$ cat src/rtl/and_ff_arbiter_if.sv
// Requester-side bundle of the and_ff arbiter: level requests and operands go in,
// one-hot grant and result strobe come back.
interface and_ff_arbiter_if #(
  parameter int NREQ = 4
);
  logic [NREQ-1:0] req;
  logic [NREQ-1:0] a_in;
  logic [NREQ-1:0] b_in;
  logic [NREQ-1:0] gnt;
  logic [NREQ-1:0] rsp_valid;
  logic            rsp_z;

  modport master (
    output req, a_in, b_in,
    input  gnt, rsp_valid, rsp_z
  );

  modport slave (
    input  req, a_in, b_in,
    output gnt, rsp_valid, rsp_z
  );
endinterface

$ cat src/rtl/and_ff_arbiter.sv
// Round-robin arbiter sharing one registered-AND (and_ff) among NREQ requesters:
// grant and latch operands, pulse the enable for one cycle, return the result.
module and_ff_arbiter #(
  parameter int NREQ  = 4,
  parameter int CNT_W = 16
) (
  input  logic             clk,
  input  logic             rst_n,
  and_ff_arbiter_if.slave  bus,
  output logic             busy,
  output logic [CNT_W-1:0] op_count,
  output logic             ff_enable,
  output logic             ff_a,
  output logic             ff_b,
  input  logic             ff_z
);

  localparam int IDX_W = (NREQ > 1) ? $clog2(NREQ) : 1;

  typedef enum logic [1:0] {
    IDLE    = 2'd0,
    ISSUE   = 2'd1,
    CAPTURE = 2'd2
  } state_t;

  state_t           state, state_nxt;
  logic [IDX_W-1:0] rr_ptr;
  logic [IDX_W-1:0] idx_p0;
  logic             op_a_p0;
  logic             op_b_p0;

  logic             win_vld;
  logic [IDX_W-1:0] win_idx;
  logic [IDX_W-1:0] win_next;
  int               pos_i;

  function automatic logic [CNT_W-1:0] sat_inc(input logic [CNT_W-1:0] v);
    return (&v) ? v : v + 1'b1;
  endfunction

  function automatic logic [IDX_W-1:0] wrap_inc(input logic [IDX_W-1:0] v);
    return (v == IDX_W'(NREQ - 1)) ? '0 : v + 1'b1;
  endfunction

  // Round-robin search starting at rr_ptr; first set request wins.
  always_comb begin
    win_vld = 1'b0;
    win_idx = '0;
    pos_i   = 0;
    for (int k = 0; k < NREQ; k++) begin
      pos_i = int'(rr_ptr) + k;
      if (pos_i >= NREQ) pos_i = pos_i - NREQ;
      if (!win_vld && bus.req[pos_i]) begin
        win_vld = 1'b1;
        win_idx = IDX_W'(pos_i);
      end
    end
  end

  assign win_next = wrap_inc(win_idx);

  always_comb begin
    state_nxt = state;
    unique case (state)
      IDLE:    if (win_vld) state_nxt = ISSUE;
      ISSUE:   state_nxt = CAPTURE;
      CAPTURE: state_nxt = IDLE;
      default: state_nxt = IDLE;
    endcase
  end

  // Grant/latch stage: operands of the winner captured at the grant edge.
  always_ff @(posedge clk or negedge rst_n) begin
    if (!rst_n) begin
      state    <= IDLE;
      rr_ptr   <= '0;
      idx_p0   <= '0;
      op_a_p0  <= 1'b0;
      op_b_p0  <= 1'b0;
      op_count <= '0;
    end else begin
      state <= state_nxt;
      if (state == IDLE && win_vld) begin
        idx_p0  <= win_idx;
        op_a_p0 <= bus.a_in[win_idx];
        op_b_p0 <= bus.b_in[win_idx];
        rr_ptr  <= win_next;
      end
      if (state == CAPTURE) op_count <= sat_inc(op_count);
    end
  end

  // Grant is combinational from req, so it must be masked while reset is held.
  always_comb begin
    bus.gnt = '0;
    if (rst_n && state == IDLE && win_vld) bus.gnt[win_idx] = 1'b1;
  end

  // Issue/capture stage: and_ff samples in ISSUE, its output is returned in CAPTURE.
  always_comb begin
    bus.rsp_valid = '0;
    if (state == CAPTURE) bus.rsp_valid[idx_p0] = 1'b1;
  end

  assign bus.rsp_z = (state == CAPTURE) & ff_z;
  assign ff_enable = (state == ISSUE);
  assign ff_a      = op_a_p0;
  assign ff_b      = op_b_p0;
  assign busy      = (state == ISSUE) || (state == CAPTURE);

endmodule

$ cat src/flat_wrapper.sv
// flat-port wrapper written by rule: the top's interface ports become plain ports
module and_ff_arbiter_flat 
#(
  parameter int NREQ  = 4,
  parameter int CNT_W = 16
)
  (clk, rst_n, busy, op_count, ff_enable, ff_a, ff_b, ff_z, bus_req, bus_a_in, bus_b_in, bus_gnt, bus_rsp_valid, bus_rsp_z);
  and_ff_arbiter_if #(.NREQ(NREQ)) bus_i ();
  input  logic clk;
  input  logic rst_n;
  output logic busy;
  output logic [CNT_W-1:0] op_count;
  output logic ff_enable;
  output logic ff_a;
  output logic ff_b;
  input  logic ff_z;
  input wire logic [$bits(bus_i.req)-1:0] bus_req;
  input wire logic [$bits(bus_i.a_in)-1:0] bus_a_in;
  input wire logic [$bits(bus_i.b_in)-1:0] bus_b_in;
  output wire logic [$bits(bus_i.gnt)-1:0] bus_gnt;
  output wire logic [$bits(bus_i.rsp_valid)-1:0] bus_rsp_valid;
  output wire logic [$bits(bus_i.rsp_z)-1:0] bus_rsp_z;
  assign bus_i.req = bus_req;
  assign bus_i.a_in = bus_a_in;
  assign bus_i.b_in = bus_b_in;
  assign bus_gnt = bus_i.gnt;
  assign bus_rsp_valid = bus_i.rsp_valid;
  assign bus_rsp_z = bus_i.rsp_z;
  and_ff_arbiter #(.NREQ(NREQ), .CNT_W(CNT_W)) u_core (.clk(clk), .rst_n(rst_n), .bus(bus_i), .busy(busy), .op_count(op_count), .ff_enable(ff_enable), .ff_a(ff_a), .ff_b(ff_b), .ff_z(ff_z));
endmodule
$ cat config.mk
export PLATFORM = sky130hd
export DESIGN_NAME = and_ff_arbiter_flat
export DESIGN_NICKNAME = d
export VERILOG_FILES = /design/src/rtl/and_ff_arbiter_if.sv /design/src/rtl/and_ff_arbiter.sv /design/src/flat_wrapper.sv
export SDC_FILE = /design/constraint.sdc
export NUM_CORES = 1
export LEC_CHECK = 0
export CAP_MARGIN = 20
export CORE_UTILIZATION = 40
export CTS_CLUSTER_SIZE = 28
export DETAILED_ROUTE_END_ITERATION = 6
export GPL_TIMING_DRIVEN = 0
export HOLD_SLACK_MARGIN = 0.02
export PLACE_DENSITY_LB_ADDON = 0.25
export SLEW_MARGIN = 20
export SYNTH_ARGS = -nofsm -noshare
export SYNTH_HDL_FRONTEND = slang
export SYNTH_SLANG_ARGS = --single-unit
$ cat constraint.sdc
create_clock -name clk -period 3.9 [get_ports clk]
set_input_delay 1.17 -clock clk [delete_from_list [all_inputs] [get_ports clk]]
set_output_delay 1.17 -clock clk [all_outputs]
set_load 0.01 [all_outputs]
Word level (Yosys, flattened, before mapping). Cells that the tools add are included.

Flip-flop bits (word level): 24. Output and inout port bits: 29.

Reduce and logical (&&, ||, !) cells: 15. Muxes and demuxes: 37. Magnitude comparators: 12. Bitwise gates (word level): 2. Add/sub/neg operators: 9. Eq/ne operators: 4.

Operator list (number): $lt A32 B4 Y1 const B (4); $mux W32 (4); $ge A32 B4 Y1 const B (3); $sub A32 B4 Y32 const B (3); $add A16 B1 Y16 const B (1); $mux W1 (16); $reduce_and A16 Y1 (1); $bmux W1 S2 (6); $mux W2 (6); $logic_and A1 B1 Y1 (8); $mux W4 (2); $add A2 B2 Y3 const B (2); $lt A2 B3 Y1 const B (2); $demux W1 S2 (2); $eq A2 B2 Y1 const B (2); $ge A2 B1 Y1 const B (2); $pmux W2 S2 (1); $sub A2 B3 Y4 const B (1); $add A2 B1 Y3 const B (1); $ge A2 B3 Y1 const B (1); $logic_not A1 Y1 (3); $add A2 B1 Y2 const B (1); $eq A2 B1 Y1 const B (1); $logic_not A2 Y1 (1); other kinds (5) (5).

Depth between registers and ports, before layout.
Word-level depth: 20. Depth in mapped cells: 6. Depth with buffers taken out: 6.

Worst setup path after synthesis. No wires, ideal clock.

Kind: input to output. From: input bus_req[1]. To: output bus_gnt[2]. Slack: 0.594 ns. Required time: 2.730 ns. Data arrival time: 2.136 ns. Stages on the path: 6. Buffers on the path: 1. Cells stage by stage: nand2b_1 -> a21oi_1 -> o32a_1 -> buf_2 -> inv_1 -> nor3_1.

Cells in the longest elaborated chain, start to end: 18. Elaborated cells between the ends (all ways): 33. Those cells by class: order compare (2); mux (23); reduce/logical (8).

RTL lines: start, declared (RTL line flat_wrapper.sv:17) `input wire logic [$bits(bus_i.req)-1:0] bus_req;`; $bmux W1 S2 (RTL line and_ff_arbiter.sv:53) `if (!win_vld && bus.req[pos_i]) begin`; $mux W1 (implied by the code) (2 in a row) (RTL line and_ff_arbiter.sv:53); $mux W1 (RTL line and_ff_arbiter.sv:53); $logic_not A1 Y1 (RTL line and_ff_arbiter.sv:53); $logic_and A1 B1 Y1 (RTL line and_ff_arbiter.sv:53); $mux W1 (RTL line and_ff_arbiter.sv:53); $logic_not A1 Y1 (RTL line and_ff_arbiter.sv:53); $logic_and A1 B1 Y1 (RTL line and_ff_arbiter.sv:53); $mux W1 (RTL line and_ff_arbiter.sv:53); $logic_not A1 Y1 (RTL line and_ff_arbiter.sv:53); $logic_and A1 B1 Y1 (RTL line and_ff_arbiter.sv:53); $mux W2 (RTL line and_ff_arbiter.sv:53); $lt A2 B3 Y1 (implied by the code) / $ge A2 B1 Y1 (equally long branches) (RTL line and_ff_arbiter.sv:96) `if (rst_n && state == IDLE && win_vld) bus.gnt[win_idx] = 1'b1;`; $logic_and A1 B1 Y1 (implied by the code) (RTL line and_ff_arbiter.sv:96); $mux W1 (implied by the code) (RTL line and_ff_arbiter.sv:96); $demux W1 S2; $mux W4 * (RTL line and_ff_arbiter.sv:96); end, declared (RTL line flat_wrapper.sv:20) `output wire logic [$bits(bus_i.gnt)-1:0] bus_gnt;`.

Every way passes the cells marked *; elsewhere a longest branch is shown, timed or not. The select of a mux whose other input is x is not followed.

Worst setup path in the final report.
From: input bus_req[2]. To: output bus_gnt[2].

Same word-level chain as after synthesis.

==> flow_metrics.tcl <==
set metrics [dict create \
    status "completed" \
    critPathKind "input port to primary output" \
    top_level_ports 44 \
    ys.flop_type "dfrtp_1" \
    hpwl_microns 2210 \
    chipHeight_microns 59.7 \
    final_area_sq_mm 0.00187 \
    synth_edf_count 0 \
    start_util_pct 43.0 \
    hold_path.class "flop to flop" \
    antenna_left 0 \
    start_kind "input port" \
    synthesis.nets 155 \
    drt_iter0_markers 39 \
    antenna_cells 0 \
    final.setup.worst_slack_ns 0.125 \
    io_buffer_count 43 \
    fin_crit_ns 3.78 \
    path_clk_slew_ns 0.14 \
    r2r_slack_ns 1.79 \
    slew_viol_final 0 \
    crit_required_ns 2.73 \
    place.gp.congestion 0.828 \
    ys_ff_latch 24 \
    setup_viol 0 \
    via_count 1168 \
    synth_async_sr_flop_share_pct 100 \
    muxShareOfSynthArea_pct 4.97 \
    p_per_area_mw_per_mm2 568 \
    synth_top_area_share_pct 45.0 \
    holdBufCountCts 0 \
    row_count 20 \
    grt_max_degree 27 \
    cts_tree "yes" \
    max_freq_mhz 265 \
    syn-mean-instance-area_sq_um 9.88 \
    synth_top_family_by_area "simple AND/OR/NAND/NOR gates" \
    clock_latency_ns 0.32 \
    path_max_fanout 8 \
    yosys.area.top_type "dfrtp_1" \
    grt_pass1_vias 1113 \
    numClockSinks 24 \
    yosys.area_share.simple_pct 22.8 \
    peakVddDrop_v 0.000434 \
    synth_area_leaders "dfrtp_1 (45%), nand2_1 (5.9%), xnor2_1 (5.3%), ha_1 (4.7%), xor2_1 (3.9%)" \
    fin_nets 205 \
    core_area_sq_mm 0.00310 \
    fp.dieW_microns 59.7 \
    drive_gt1_share_pct 10.9 \
    synth.most_common_cell "dfrtp_1" \
    synth-xor-area-share_pct 9.19 \
    grt_overflow 0 \
    synth.distinct_cells 36 \
    synth_warnings 0 \
    place_area_sq_mm 0.00181 \
    syn_area_sq_mm 0.00133 \
    synth-compound-area-share_pct 11.0 \
    leakage_nw 0.816 \
    syn_to_final_growth_pct 40.3 \
    wl_per_cell_microns 12.6 \
    ys_seq_area_share_pct 45.0 \
    grt_usage_pct 17.9 \
    grt_pass1_wl_microns 4880 \
    end_kind "primary output" \
    antenna_found_initial 0 \
    finalHoldViolCount 0 \
    finalSetupTns_ns 0 \
    max_cap_viol_count 0 \
    dr.pass1.iters 4 \
    drc_errors 0 \
    dieArea_sq_mm 0.00357 \
    cts-buffers-inserted 3 \
    clockRootBuffer "clkbuf_4" \
    slew_headroom_pct 53.7 \
    fin_skew_ns 0.0180 \
    vias_per_cell 5.12 \
    synth_common_cells "dfrtp_1 (24), nand2_1 (21), nor2_1 (10), xnor2_1 (8)" \
    htree_levels 1 \
    fin_crit_sh_pct 96.8 \
    synthCells 135 \
    crit_arrival_ns 2.61 \
    synthAdderAreaFrac_pct 4.69 \
    rsz0062_at_grt "false" \
    tightest_slew_ns 0.691 \
    dp_slack_ns -0.448 \
    finalWirelength_microns 2880 \
    cts_buffer_depth 2 \
]
-- sequential cells by signal (all words and copies together) (netlist names) --
signal,count
u_core.ff_a,1
u_core.ff_b,1
u_core.idx_p0,2
u_core.op_count,16
u_core.rr_ptr,2
u_core.state,2
-- worst paths after layout --
check,cells after the start,start,to
worst max-delay path,8,bus_req[2],bus_gnt[2]
worst min-delay path,1,u_core.op_count[11],u_core.op_count[11]
worst max register to register,6,u_core.state[0],u_core.op_count[15]
worst min register to register,1,u_core.op_count[11],u_core.op_count[11]
max in group asynchronous,1,rst_n,u_core.rr_ptr[1]
min in group asynchronous,1,rst_n,u_core.op_count[12]
-- layer usage --
metal	track usage [%]	wire (microns)	up-vias
li1	-	-	571
met2	31.3	1490	26
met1	22.1	1260	569
met5	0	0	-
met3	4.33	111	2
met4	4.65	15	0
-- area by class of cell --
type | count | area [sq um]
clock buffer | 3 | 22.5
timing repair buffer | 45 | 419
buffer | 2 | 15.0
multi-input combinational | 103 | 707
sequential | 24 | 601
fill | 302 | 1230
tap | 44 | 55.1
inverter | 6 | 22.5
clock inverter | 1 | 30.0
-- cell usage in the layout, fill, tap and decap left out, types with 3 or more instances in the layout --
cell type,synthesis,routed
xnor2_1,8,8
clkdlybuf4s50_1,0,37
buf_2,1,3
clkbuf_4,0,3
nand2b_1,4,4
nor2_1,10,10
nand3_1,5,5
ha_1,5,5
xor2_1,6,6
nand4_1,5,5
dfrtp_1,24,24
nor2b_1,3,3
o21ai_0,6,5
mux2i_1,4,4
inv_1,6,6
nand2_1,21,21
-- repair_timing --
action | in CTS | in global routing
buffers inserted | 2 | 0
endpoints found under the setup margin | 4 | 4
pin swaps | 1 | 1
endpoints found under the hold margin | 0 | 0
gates resized for setup | 10 | 10
-- logic make-up after synthesis --
kind of cell,count (synthesis)
fa+ha+maj,5
buf+inv,8
mux,6
simple gates,60
xor+xnor,14
flops,24
compound gates,18
-- power by group --
group	internal [mW]	total (mW)	leakage, nW	switching (mW)
Combinational	0.264	0.492	0.477	0.228
Clock	0.104	0.178	0.0279	0.0736
Sequential	0.318	0.395	0.312	0.0762
Total	0.687	1.06	0.816	0.377
-- metrics by stage --
step	cells	utilization (%)	total power, mW	hold slack (ns)
2_1_floorplan	135	-	0.660	0.498
3_3_place_gp	222	58.6	0.861	0.490
3_5_place_dp	222	58.5	0.878	0.498
4_1_cts	228	60.7	1.07	0.524
5_1_grt	228	60.3	1.15	0.549
6_report	228	60.3	1.06	0.523
-- critical path, cell delays in order --
cell	delay (ns)
clkdlybuf4s50_1	0.50
nand2b_1	0.08
a21oi_1	0.13
o32a_1	0.18
buf_6	0.14
inv_1	0.08
nor3_2	0.17
buf_2	0.15
Note: power is estimated with default switching activity, not from simulation.
